**config.mk**
```make
export PLATFORM = sky130hd
export DESIGN_NAME = mem_read_map
export DESIGN_NICKNAME = d
export VERILOG_FILES = /design/src/rtl/mem_read_map_pkg.sv /design/src/rtl/mem_read_map_load_extract.sv /design/src/rtl/mem_read_map.sv
export SDC_FILE = /design/constraint.sdc
export NUM_CORES = 1
export LEC_CHECK = 0
export ABC_AREA = 1
export CAP_MARGIN = 40
export CORE_MARGIN = 2
export CORE_UTILIZATION = 41
export DETAILED_ROUTE_END_ITERATION = 10
export PLACE_DENSITY_LB_ADDON = 0.08
export SYNTH_ARGS = -nofsm -noshare
export SYNTH_HDL_FRONTEND = slang
export SYNTH_SLANG_ARGS = --single-unit
```
**constraint.sdc**
```tcl
create_clock -name clk -period 2.6 [get_ports clk]
set_clock_uncertainty 0.2 [all_clocks]
set_input_delay 0.39 -clock clk [delete_from_list [all_inputs] [get_ports clk]]
set_output_delay 0.39 -clock clk [all_outputs]
set_load 0.01 [all_outputs]
```
**src/rtl/mem_read_map_pkg.sv**
```systemverilog
// Shared definitions for mem_read_map: size encodings, region and state enums,
// default IO timeout and the address-decode / alignment helpers.
package mem_read_map_pkg;

  localparam logic [1:0] MSZ_BYTE = 2'b00;
  localparam logic [1:0] MSZ_HALF = 2'b01;
  localparam logic [1:0] MSZ_WORD = 2'b10;

  localparam int IO_TIMEOUT_DEFAULT = 256;

  typedef enum logic [1:0] {
    REGION_INST,
    REGION_DATA,
    REGION_IO,
    REGION_NONE
  } region_e;

  typedef enum logic {
    ST_IDLE,
    ST_IO_WAIT
  } state_e;

  // IO outranks everything; data wins over instruction when bits 28 and 29 are both set
  function automatic region_e decode_region(input logic [31:0] addr);
    if (addr[31])      return REGION_IO;
    else if (addr[28]) return REGION_DATA;
    else if (addr[29]) return REGION_INST;
    else               return REGION_NONE;
  endfunction

  function automatic logic is_misaligned(input logic [1:0] addr_lo, input logic [1:0] size);
    case (size)
      MSZ_BYTE: return 1'b0;
      MSZ_HALF: return addr_lo[0];
      default:  return addr_lo != 2'b00;
    endcase
  endfunction

endpackage

```
**src/rtl/mem_read_map_load_extract.sv**
```systemverilog
// load_extract: selects the byte/half/word lane of a 32-bit word and
// zero- or sign-extends it to 32 bits.
module load_extract
  import mem_read_map_pkg::*;
(
  input  logic [31:0] word,
  input  logic [1:0]  addr_lo,
  input  logic [1:0]  mem_size,
  input  logic        load_unsigned,
  output logic [31:0] result
);

  logic [7:0]  byte_sel;
  logic [15:0] half_sel;

  always_comb begin
    byte_sel = 8'(word >> {addr_lo, 3'b000});
    half_sel = addr_lo[1] ? word[31:16] : word[15:0];
    case (mem_size)
      MSZ_BYTE: result = {{24{~load_unsigned & byte_sel[7]}}, byte_sel};
      MSZ_HALF: result = {{16{~load_unsigned & half_sel[15]}}, half_sel};
      MSZ_WORD: result = word;
      default:  result = word;
    endcase
  end

endmodule

```
**src/rtl/mem_read_map.sv**
```systemverilog
// mem_read_map: stage-3 load path decoding BRAM / IO / unmapped regions, with an
// IO wait state and timeout. Optional misalignment trap: MEM_READ_MAP_MISALIGN_TRAP_EN.
module mem_read_map
  import mem_read_map_pkg::*;
#(
  parameter int IO_TIMEOUT = IO_TIMEOUT_DEFAULT
) (
  input  logic        clk,
  input  logic        rst_n,
  input  logic [31:0] Address,
  input  logic        ReadEnable,
  input  logic [1:0]  MemSize,
  input  logic        LoadUnsigned,
  input  logic [31:0] InstReadData,
  input  logic [31:0] DataReadData,
  output logic        IoReq,
  output logic [31:0] IoAddr,
  input  logic        IoValid,
  input  logic [31:0] IoRdData,
  output logic [31:0] LoadData,
  output logic        LoadValid,
  output logic        Stall,
  output logic        IoTimeout,
  output logic        Misaligned
);

  localparam logic [15:0] TMO_LAST = 16'(IO_TIMEOUT - 1);

  state_e      state, state_nxt;
  logic [15:0] cnt;
  logic [31:0] addr_p1;
  logic [1:0]  size_p1;
  logic        uns_p1;
  logic        vld_p1;
  region_e     region_p1;
  logic        mis_p1, mis_in;
  logic        stall_c, zero_res;
  logic [31:0] src_word, ext_word;

`ifdef MEM_READ_MAP_MISALIGN_TRAP_EN
  assign mis_p1 = is_misaligned(addr_p1[1:0], size_p1);
  assign mis_in = is_misaligned(Address[1:0], MemSize);
`else
  assign mis_p1 = 1'b0;
  assign mis_in = 1'b0;
`endif

  assign region_p1 = decode_region(addr_p1);

  // Stage 2 -> stage 3 request registers, frozen while stalled
  always_ff @(posedge clk or negedge rst_n) begin
    if (!rst_n) begin
      addr_p1 <= '0;
      size_p1 <= '0;
      uns_p1  <= 1'b0;
      vld_p1  <= 1'b0;
    end else if (!stall_c) begin
      addr_p1 <= Address;
      size_p1 <= MemSize;
      uns_p1  <= LoadUnsigned;
      vld_p1  <= ReadEnable;
    end
  end

  always_ff @(posedge clk or negedge rst_n) begin
    if (!rst_n) state <= ST_IDLE;
    else        state <= state_nxt;
  end

  // Counts cycles spent stalled in IO_WAIT; zero on every entry
  always_ff @(posedge clk or negedge rst_n) begin
    if (!rst_n)                             cnt <= '0;
    else if (state == ST_IO_WAIT && stall_c) cnt <= cnt + 16'd1;
    else                                    cnt <= '0;
  end

  always_comb begin
    state_nxt = state;
    stall_c   = 1'b0;
    IoReq     = 1'b0;
    LoadValid = 1'b0;
    IoTimeout = 1'b0;
    zero_res  = 1'b0;
    src_word  = '0;
    case (state)
      ST_IDLE: begin
        LoadValid = vld_p1;
        // an IO region seen here can only be a trapped misaligned access
        zero_res  = mis_p1 || region_p1 == REGION_NONE || region_p1 == REGION_IO;
        src_word  = (region_p1 == REGION_DATA) ? DataReadData : InstReadData;
      end
      ST_IO_WAIT: begin
        IoReq     = 1'b1;
        IoTimeout = !IoValid && cnt == TMO_LAST;
        stall_c   = !IoValid && !IoTimeout;
        LoadValid = !stall_c;
        zero_res  = IoTimeout;
        src_word  = IoRdData;
      end
      default: ;
    endcase
    if (!stall_c)
      state_nxt = (ReadEnable && decode_region(Address) == REGION_IO && !mis_in)
                  ? ST_IO_WAIT : ST_IDLE;
  end

  load_extract u_extract (
    .word          (src_word),
    .addr_lo       (addr_p1[1:0]),
    .mem_size      (size_p1),
    .load_unsigned (uns_p1),
    .result        (ext_word)
  );

  assign LoadData   = (LoadValid && !zero_res) ? ext_word : '0;
  assign Misaligned = LoadValid && mis_p1;
  assign Stall      = stall_c;
  assign IoAddr     = addr_p1;

endmodule

```
Word level (Yosys, flattened, before mapping)

Cells that the tools add are included.
Widths: inputs -> output; s select.

Register bits after elaboration: 53
Latch bits: 0
Bits in writable memories: 0
Memory bits (read-only): 0
Bits of input ports: 135
Output and inout port bits: 69
Word-level logic and storage cells: 48
Memories kept: 0

Add/subtract/negate cells: 1
$mul: 0
Divide/modulo/power cells: 0
Order comparisons: 0
Eq/ne operators: 6
Shift-type cells: 1
Mux-type cells: 19
Bitwise operators: 4
Reductions and logical operators: 11

Operators by type and width:

| operator              | count |
|---|---|
| $pmux 32 s2           | 2 |
| $mux 32               | 2 |
| $mux 16               | 2 |
| $shr 32x5->8          | 1 |
| $add 16x1->16 const B | 1 |
| $eq 16x8->1 const B   | 1 |
| $mux 2                | 7 |
| $eq 2x2->1 const B    | 3 |
| $logic_and 1x1->1     | 5 |
| $eq 2x1->1 const B    | 2 |
| $logic_not 1->1       | 4 |
| $mux 1                | 4 |
| $pmux 1 s2            | 2 |
| $and 1x1->1           | 2 |
| $logic_not 2->1       | 1 |
| $not 1->1             | 2 |
| $logic_or 1x1->1      | 1 |

Logic depth before layout (Yosys ltp)

Depth after elaboration: 10
Depth in mapped cells: 12
Gate-level depth less buffers: 11

Hierarchy

Synthesis repeated with hierarchy kept, for this count alone.

Cell total of the unflattened synthesis: 641
Area, all modules: 4272.8 µm²

Modules (own cells, without submodules):

| module       | times used | cells each | area each (µm²) | sequential area each (µm²) |
|---|---|---|---|---|
| mem_read_map | 1          | 487        | 3367.0          | 1326.3 |
| load_extract | 1          | 154        | 905.9           | 0.0 |

Least setup slack after synthesis

No wires, ideal clock.

Kind: register to output
Start point: reg cnt[0]
End point: out LoadData[10]
Arrival: 1661 ps
Slack: 349 ps
Cell stages (with the launch flop): 13
Buffers on the path: 1
Cells stage by stage: dfrtp_1 -> ha_1 -> nand3_1 -> nor2_2 -> nand2_2 -> nor2_4 -> nand2_2 -> nand2_4 -> nand2_2 -> nor2_4 -> buf_6 -> nand2_1 -> a21oi_1

Word-level cells in the longest chain between the ends: 8
Elaborated cells on any way between the ends: 10
Those cells by class: eq/ne: 1; mux: 3; reduce/logical: 6

Ends and longest elaborated chain:

| item                   | line                | RTL |
|---|---|---|
| from (decl)            | mem_read_map.sv:30  | `logic [15:0] cnt;` |
| from (signal assigned) | mem_read_map.sv:73  | `else if (state == ST_IO_WAIT && stall_c) cnt <= cnt + 16'd1;` |
| $eq 16x8->1 *          | mem_read_map.sv:94  | `IoTimeout = !IoValid && cnt == TMO_LAST;` |
| $logic_and 1x1->1 *    | mem_read_map.sv:94  |  |
| $logic_not 1->1        | mem_read_map.sv:95  | `stall_c = !IoValid && !IoTimeout;` |
| $logic_and 1x1->1      | mem_read_map.sv:95  |  |
| $logic_not 1->1        | mem_read_map.sv:96  | `LoadValid = !stall_c;` |
| $pmux 1 s2             | mem_read_map.sv:85  | `case (state)` |
| $logic_and 1x1->1 *    | mem_read_map.sv:115 | `assign LoadData = (LoadValid && !zero_res) ? ext_word : '0;` |
| $mux 32 *              | mem_read_map.sv:115 |  |
| to (decl)              | mem_read_map.sv:20  | `output logic [31:0] LoadData,` |

Every way passes the cells marked *; elsewhere a longest branch is shown, timed or not.

Worst setup path after layout

Start point: reg cnt[0]
End point: out LoadData[7]

Same word-level chain as after synthesis.

==> results.md <==
- Die Ht: 103 µm
- Most numerous cell on the critical path: nor2_4
- Root Driver: clkbuf_8
- Hold slack: 0.281 ns
- Slowest cell delay on critical path: 0.40 ns
- Synthesized cell area: 4060 µm²
- Synth cell types: 34
- Die Area: 10700 µm²
- Initial antenna violation count: 0
- Switching share of total power: 35.8%
- Violated checks: setup timing
- Top FF cell, synth: dfrtp_1
- CTS tree: yes
- WL per Instance: 14.5 µm
- CP Class: reg2out
- Area growth syn-to-layout: 67.9%
- Pwr Density: 414 nW/µm²
- Mapped Cells: 659
- Share of cells above drive strength 1: 18.5%
- CTS clock-pin slew for the worst setup and hold paths: 0.09 ns
- Row count: 36
- Via count: 5060
- CTS sink count: 53
- Iter 0 DRT Violations: 202
- Synth Register Bits: 53
- Clock Path Buffers: 2
- GPL Wtd Cong: 0.958
- CTS Buf Count: 5
- Crit-path max FO: 8
- Setup-failing EPs final: 32
- Post-synth EDFFs: 0
- Vias in the first global route: 4711
- Most common cell in the synthesized netlist: nand2_1
- Worst-margin pin slew: 0.648 ns
- Fin. Hold Viols: 0
- Power consumption: 2.82 mW
- Fin crit period: 2.84 ns
- Status: finished with violations
- Clock group share of total power: 19.3%
- Vias/cell: 4.95
- Pin count of the biggest net entering global routing: 52
- CP startpoint kind: register
- Worst path required time: 2.01 ns
- Final worst slack: -0.235 ns
- Syn nets: 795
- First-pass GRT wire length: 21.9 mm
- # Max-Cap Violations: 0
- Worst vdd ir: 0.000354 V
- WP data arrival: 2.25 ns
- DR DRC count: 0
- LEAKAGE: 3.36 nW
- PortBufs: 202
- Drt pass-1 iters: 4
- Async SR Flop Fraction: 100%
- RSZ-0062 raised after global routing: true
- Slew margin rel.: 56.8%
- Antenna cells: 0
- Die width: 103 µm
- Top cells by area, synth: dfrtp_1, nand2_1, nand3_1
- Initial Utilization: 41.9%
- Critical path buffer and inverter count: 3
- H-tree Lvls: 2
- Sequential share of power: 32.5%
- Post-detail-place hpwl: 10.7 mm
- Grt ovf: 0
- Comb pwr share: 48.2%
- Final period util: 109%
- Worst path top cell family by delay: simple AND/OR/NAND/NOR gates
- Total GRT Usage: 25.7%
- Nets@finish: 1026
- Drt total wl: 14.9 mm
- Syn Area/Cell: 6.16 µm²
- Critical path endpoint category: output pin
- P_int: 1.81 mW
- Maximum clock frequency: 0.353 GHz
- Crit-path slowest cell: dfrtp_1
- Seq/Total Area, Yosys: 32.7%
- Top cells by count, synth: nand2_1, nand3_1, inv_1
- Slew Limit Fails: 0
- Net Sw Power: 1.01 mW
- Worst min path class: reg2reg
- Core area: 9680 µm²
- CP Cell Sequence: ha_4 > nand3_4 > nor2_4 > nand2_2 > nor2_4 > nand2_2 > nand2_4 > nand2_4 > nor2_4 > buf_6 > buf_12 > nand2_1 > a21oi_1 > buf_2
- Synth top area share: 32.7%
- Yosys warnings: 0
- Worst skew pair latency: 0.30 ns
- Num ports: 204
- Routed Antenna Nets: 0
- Area leader, netlist: dfrtp_1
## stage by stage
| step | area, µm² | std cells | setup TNS, ns | utilization [%] | setup WS [ns] |
|---|---|---|---|---|---|
| after detailed placement | 6420 | 998 | -7.99 | 66.3 | -0.311 |
| final | 6810 | 1023 | -5.37 | 70.3 | -0.235 |
| after CTS | 6570 | 1018 | -6.05 | 67.8 | -0.237 |
| after floorplan | 4060 | 659 | 0 | - | 0.349 |
| after global routing | 6810 | 1023 | -10.06 | 70.3 | -0.337 |
| after global placement | 6420 | 998 | -7.09 | 66.3 | -0.280 |
## per-layer routing
layer / routed length (µm) / GRT usage, % / vias up
met5: 0 / 0 / -
met2: 7350 / 47.1 / 203
li1: - / - / 2551
met1: 5880 / 30.8 / 2279
met4: 345 / 6.98 / 0
met3: 1290 / 4.70 / 27
## area by class of cell
class,count,area [µm²]
clock buffers,5,68.8
clock inverters,2,35.0
fillers,830,2870
inverters,59,226
multi-input cells,508,2530
flip-flops and latches,53,1330
well taps,133,166
repair buffers,263,2450
## logic make-up (layout without fill, tap and decap cells)
family / count (synthesis) / in the layout / synth area share (%)
AND/OR/NAND/NOR: 422 / 422 / 44.5
adder cells (fa/ha/maj): 1 / 1 / 0.308
AO/OA/AOI/OAI: 79 / 79 / 10.7
buffers and inverters: 98 / 329 / 10.6
flip-flops: 53 / 53 / 32.7
XOR/XNOR: 5 / 5 / 1.08
other: 1 / 1 / 0.0924
## path summary, 6_finish.rpt
check                                          to  depth (start not counted)  slack (ns)                from
hold / removal                 vld_p1$_DFFE_PN0N_                          2        0.28  vld_p1$_DFFE_PN0N_
min in group asynchronous        cnt[1]$_DFF_PN0_                          2        0.43               rst_n
setup reg to reg           IoAddr[31]$_DFFE_PN0N_                         12        0.22    cnt[0]$_DFF_PN0_
hold reg to reg                vld_p1$_DFFE_PN0N_                          2        0.28  vld_p1$_DFFE_PN0N_
setup / recovery                      LoadData[7]                         14       -0.24    cnt[0]$_DFF_PN0_
max in group asynchronous   IoAddr[7]$_DFFE_PN0N_                          3        1.19               rst_n
## cells in the final DEF, fill, tap and decap left out, types with 3 or more instances in the layout
| cell | Yosys | final |
|---|---|---|
| inv_1 | 55 | 55 |
| nand4_1 | 5 | 5 |
| nand2_1 | 275 | 260 |
| o211ai_1 | 8 | 8 |
| buf_4 | 6 | 49 |
| buf_12 | 0 | 6 |
| nand2_2 | 3 | 4 |
| o21ai_0 | 23 | 22 |
| buf_2 | 13 | 30 |
| nor2_4 | 3 | 4 |
| nand2_4 | 2 | 16 |
| or2_2 | 10 | 10 |
| nor3_1 | 3 | 3 |
| xor2_1 | 4 | 4 |
| nand3_1 | 86 | 82 |
| a21oi_2 | 3 | 19 |
| a31oi_1 | 6 | 6 |
| clkdlybuf4s50_1 | 0 | 166 |
| dfrtp_1 | 53 | 53 |
| clkbuf_8 | 0 | 5 |
| buf_6 | 3 | 6 |
| a21oi_1 | 39 | 22 |
| nor2_1 | 29 | 28 |
## flip-flops by register name, summed over array words and instances (netlist names)
name and flops:
state 1, uns_p1 1, cnt 16, IoAddr 32
size_p1 2, vld_p1 1
## repair_timing
item	4_1_cts	5_1_grt
endpoints found under the hold margin	26	0
cloned	1	2
hold buffers	1	0
endpoints found under the setup margin	35	35
gates resized for setup	148	53
pin swaps	6	7
setup buffers	11	4
## tightest hold or removal path, cell delays in order, from the launching register on
cell and delay [ns]:
dfrtp_1 0.35, nand2_1 0.06, nand2_1 0.05
## power by group through the flow
stage          Clock, mW  Combinational [mW]  Sequential, mW
2_1_floorplan          0               0.577           0.951
3_3_place_gp           0                1.23           0.929
3_5_place_dp           0                1.24           0.932
4_1_cts            0.557                1.24           0.917
5_1_grt            0.586                1.48           0.926
6_report           0.544                1.36           0.918
Power figures use the tool's default switching activity.
